`config.mk`:
```
export PLATFORM = sky130hd
export DESIGN_NAME = cordic_step_sequencer
export DESIGN_NICKNAME = d
export VERILOG_FILES = /design/src/rtl/cordic_step_sequencer.sv
export SDC_FILE = /design/constraint.sdc
export NUM_CORES = 1
export LEC_CHECK = 0
export CAP_MARGIN = 20
export CORE_UTILIZATION = 50
export CTS_CLUSTER_DIAMETER = 60
export DETAILED_ROUTE_END_ITERATION = 10
export PLACE_DENSITY = 0.77
export SYNTH_ARGS = -nofsm -noshare
export SYNTH_HDL_FRONTEND = slang
export SYNTH_SLANG_ARGS = --single-unit
```
`constraint.sdc`:
```
create_clock -name clk -period 4.5 [get_ports clk]
set_clock_uncertainty 0.2 [all_clocks]
set_input_delay 0.9 -clock clk [delete_from_list [all_inputs] [get_ports clk]]
set_output_delay 0.9 -clock clk [all_outputs]
set_load 0.02 [all_outputs]
```
`src/rtl/cordic_step_sequencer.sv`:
```
// Iteration controller for a CORDIC shift-add datapath: walks NSTEPS micro-rotations,
// requests a direction decision per stage and strobes load/update with the latched direction.
module cordic_step_sequencer #(
    parameter int NSTEPS  = 5,
    parameter int TIMEOUT = 3
) (
    input  logic                            clk,
    input  logic                            rst,
    input  logic                            start_i,
    input  logic                            abort_i,
    input  logic                            d_i,
    input  logic                            dn_i,
    output logic [NSTEPS-1:0]               step_o,
    output logic                            v_o,
    output logic                            ld_o,
    output logic                            upd_o,
    output logic                            dir_o,
    output logic [$clog2(NSTEPS+1)-1:0]     iter_o,
    output logic                            busy_o,
    output logic                            done_o,
    output logic                            err_o
);

    // state  | meaning
    // IDLE   | waiting for start
    // LOAD   | load operands into datapath
    // EVAL   | decision requested for stage iter
    // UPDATE | apply micro-rotation for stage iter using dir
    // DONE   | one-cycle completion pulse
    // ERR    | conflicting or missing decision; held until start/abort

    localparam int IW = $clog2(NSTEPS + 1);
    localparam logic [IW-1:0] LAST_ITER = IW'(NSTEPS - 1);
    localparam logic [3:0]    STALL_MAX = 4'(TIMEOUT - 1);

    typedef enum logic [2:0] {
        S_IDLE   = 3'd0,
        S_LOAD   = 3'd1,
        S_EVAL   = 3'd2,
        S_UPDATE = 3'd3,
        S_DONE   = 3'd4,
        S_ERR    = 3'd5
    } state_t;

    state_t          state, state_n;
    logic [IW-1:0]   iter, iter_n;
    logic [3:0]      stall, stall_n;
    logic            dir, dir_n;

    always_ff @(posedge clk or posedge rst) begin
        if (rst) begin
            state <= S_IDLE;
            iter  <= '0;
            stall <= '0;
            dir   <= 1'b0;
        end else begin
            state <= state_n;
            iter  <= iter_n;
            stall <= stall_n;
            dir   <= dir_n;
        end
    end

    always_comb begin
        state_n = state;
        iter_n  = iter;
        stall_n = stall;
        dir_n   = dir;
        case (state)
            S_IDLE: begin
                if (start_i && !abort_i) begin
                    state_n = S_LOAD;
                    iter_n  = '0;
                    stall_n = '0;
                end
            end
            S_LOAD: begin
                iter_n  = '0;
                stall_n = '0;
                state_n = abort_i ? S_IDLE : S_EVAL;
            end
            S_EVAL: begin
                if (abort_i) begin
                    state_n = S_IDLE;
                end else if (d_i && dn_i) begin
                    state_n = S_ERR;
                end else if (d_i || dn_i) begin
                    dir_n   = d_i;
                    state_n = S_UPDATE;
                end else if (stall == STALL_MAX) begin
                    state_n = S_ERR;
                end else begin
                    stall_n = stall + 4'd1;
                end
            end
            S_UPDATE: begin
                if (abort_i) begin
                    state_n = S_IDLE;
                end else if (iter == LAST_ITER) begin
                    state_n = S_DONE;
                end else begin
                    iter_n  = iter + IW'(1);
                    stall_n = '0;
                    state_n = S_EVAL;
                end
            end
            S_DONE: begin
                state_n = S_IDLE;
            end
            S_ERR: begin
                // abort takes precedence over a simultaneous restart
                if (abort_i) begin
                    state_n = S_IDLE;
                end else if (start_i) begin
                    state_n = S_LOAD;
                    iter_n  = '0;
                    stall_n = '0;
                end
            end
            default: begin
                state_n = S_IDLE;
            end
        endcase
    end

    always_comb begin
        step_o = '0;
        if (state == S_EVAL || state == S_UPDATE) begin
            for (int i = 0; i < NSTEPS; i++) begin
                step_o[i] = (iter == IW'(i));
            end
        end
        v_o    = (state == S_EVAL);
        ld_o   = (state == S_LOAD);
        upd_o  = (state == S_UPDATE);
        busy_o = (state == S_LOAD) || (state == S_EVAL) || (state == S_UPDATE);
        done_o = (state == S_DONE);
        err_o  = (state == S_ERR);
        dir_o  = dir;
        iter_o = iter;
    end

endmodule
```
==> metrics.yaml <==
outcome:
  status: "complete, no violations"
global_routing:
  grt_pass1_wl_um: 2880
  grt_pass1_vias: 674
  antenna_found_initial: 0
  grt-ovfl-total: 0
  grt_max_degree: 15
  grtUsageTotal_pct: 20.5
min_path:
  hold_path_depth: 1
  hp-class: "reg2reg"
  hp-start: "dir_o"
  min_to: "dir_o"
clock_tree:
  clk_latency_ns: 0.27
  root_buffer: "clkbuf_4"
  cts_tree: "done"
  cts_inserted_buffers: 3
  postCtsSetupBuffers: 0
  clkTransAtPathRegs_ns: 0.07
  clk_path_buf_depth: 2
  cts_resized: 0
  h-tree-depth: 1
  hold_buffers: 0
  cts_sinks: 11
layout:
  post-route-util_pct: 69.8
  fillerInstances: 121
  layout.nets: 139
  diodes: 0
  area_growth_pct: 25.0
  drive_gt1_share_pct: 5.74
power:
  power.total_mw: 0.257
  power_density_nw_per_um2: 233
  peakVddDrop_mv: 0.159
  power.leakage_nw: 0.509
die:
  core_area_um2: 1580
  start_util_pct: 55.9
  rows: 14
  die-area_um2: 1930
  fp.dieH_um: 44.0
  ios: 21
  die_w_um: 44.0
critical_path:
  cp_max_fo: 12
  reg2reg_from: "iter_o[0]"
  setup.worst_path.start_class: "flip-flop"
  rr_worst_depth: 6
  critPathKind: "reg2out"
  worstReg2RegEnd: "stall[1]"
  critPathCaptureType: "output pin"
  critPathRequiredTime_ns: 3.40
  reg2reg_slack_ns: 2.53
  arrival_ns: 2.00
synth:
  synth_area_leader_cell: "dfrtp_1"
  yosys_warnings: 0
  ys_seq_area_share_pct: 31.3
  synth_area_um2: 881
  synth_top_area_share_pct: 31.3
  ys_types: 35
  syn_area_per_cell_um2: 8.64
  ys_ff_latch: 11
  syn_inst: 102
  syn_nets: 118
  async_flop_share_pct: 100
  synthTopCellsByArea: "dfrtp_1 31%, ha_1 14%, inv_1 5.1%"
  synth-edff-count: 0
  synthFlopType: "dfrtp_1"
sta:
  period_share_pct: 69.0
  grt_setup_unrepaired: "false"
  fmax_mhz: 322
  hold_violations: 0
  setup_viol: 0
  tightest_slew_ns: 0.431
  period_minus_slack_ns: 3.10
  slew_viol_final: 0
  tns_ns: 0
  max-slew-margin-rel_pct: 71.2
place:
  port_buffers: 20
  dpl.hpwl_um: 1370
  routabilityCongestion: 0.850
route:
  viasPerCell: 5.57
  num_vias: 769
  drtAntennaViolNets: 0
  drc_errors: 0
  dr.pass1.iters: 6
  wire_per_inst_um: 12.9
  drt-total-wl_um: 1780
  drt_iter0_drc: 20
job:
  maxCapViolations: 0
[registers in the layout, summed over array words and instances (netlist names)]
register	cells
stall	4
state	3
iter_o	3
dir_o	1
[metrics by stage]
stage	worst slack [ns]	std cells	hold slack (ns)	instance area [um^2]
final	1.40	138	0.295	1100
after global routing	1.33	138	0.327	1100
after CTS	1.40	138	0.302	1100
after detailed placement	1.63	134	0.281	1070
after global placement	1.70	134	0.275	1070
after floorplan	2.25	102	0.291	881
[routing by layer]
layer | share of wire, % | track usage [%]
met5 | 0 | 0
met3 | 5.5 | 7.50
met2 | 45 | 31.6
met1 | 50 | 27.9
met4 | 0 | 3.64
[worst max path at each step]
stage,startpoint,endpoint,slack (ns),cells after the start
final,state[1],v_o,1.40,3
after floorplan,iter_o[0],step_o[4],2.25,4
after CTS,state[1],v_o,1.40,3
after detailed placement,d_i,stall[2],1.63,7
after global routing,state[1],v_o,1.33,3
after global placement,state[1],v_o,1.70,3
[synth_stat cells (all sizes together), types with 2 or more instances]
master and instances:
nor3 3, and2 2, and3 3, inv 13, or3b 2, nor2 11
buf 4, dfrtp 11, nor4 2, a21oi 7, nand2b 4, nand2 3
nand3 6, mux2i 2, ha 10, mux2 3, nor3b 3, a2bb2oi 2
[power by group]
part / internal [mW] / leakage (nW) / total, mW / switching [mW]
registers: 0.105 / 0.150 / 0.113 / 0.00825
logic: 0.0369 / 0.343 / 0.0760 / 0.0390
clock network: 0.0343 / 0.0150 / 0.0676 / 0.0333
total: 0.176 / 0.509 / 0.257 / 0.0806
[critical path, stage by stage, from the launching register on]
cell             delay, ns
dfrtp_1               0.54
or3b_4                0.46
inv_2                 0.12
clkdlybuf4s50_1       0.61
[area by class of cell]
| type | instances | area, um^2 | area share (%) |
|---|---|---|---|
| Tap cell | 16 | 20.0 | 1.82 |
| Sequential cell | 11 | 275 | 25.0 |
| Multi-Input combinational cell | 74 | 531 | 48.2 |
| Inverter | 13 | 48.8 | 4.43 |
| Clock buffer | 4 | 26.3 | 2.39 |
| Timing Repair Buffer | 20 | 200 | 18.2 |
[placed cells by master (no fill, tap or decap), types with 4 or more instances in the layout]
| cell | count |
|---|---|
| a21oi_1 | 7 |
| nor2_1 | 11 |
| ha_1 | 10 |
| nand3_1 | 6 |
| dfrtp_1 | 11 |
| clkdlybuf4s50_1 | 20 |
| inv_1 | 12 |
| nand2b_1 | 4 |
[kinds of logic (layout without fill, tap and decap cells)]
kind of cell             after synthesis  count (layout)  share of synthesized area (%)
buffers and inverters                 17              37                           8.52
multiplexers                           5               5                           6.11
AO/OA/AOI/OAI                         14              14                           10.2
flip-flops                            11              11                           31.2
adder cells (fa/ha/maj)               10              10                           14.2
AND/OR/NAND/NOR                       45              45                           29.7
(Power assumes the default switching activity.)
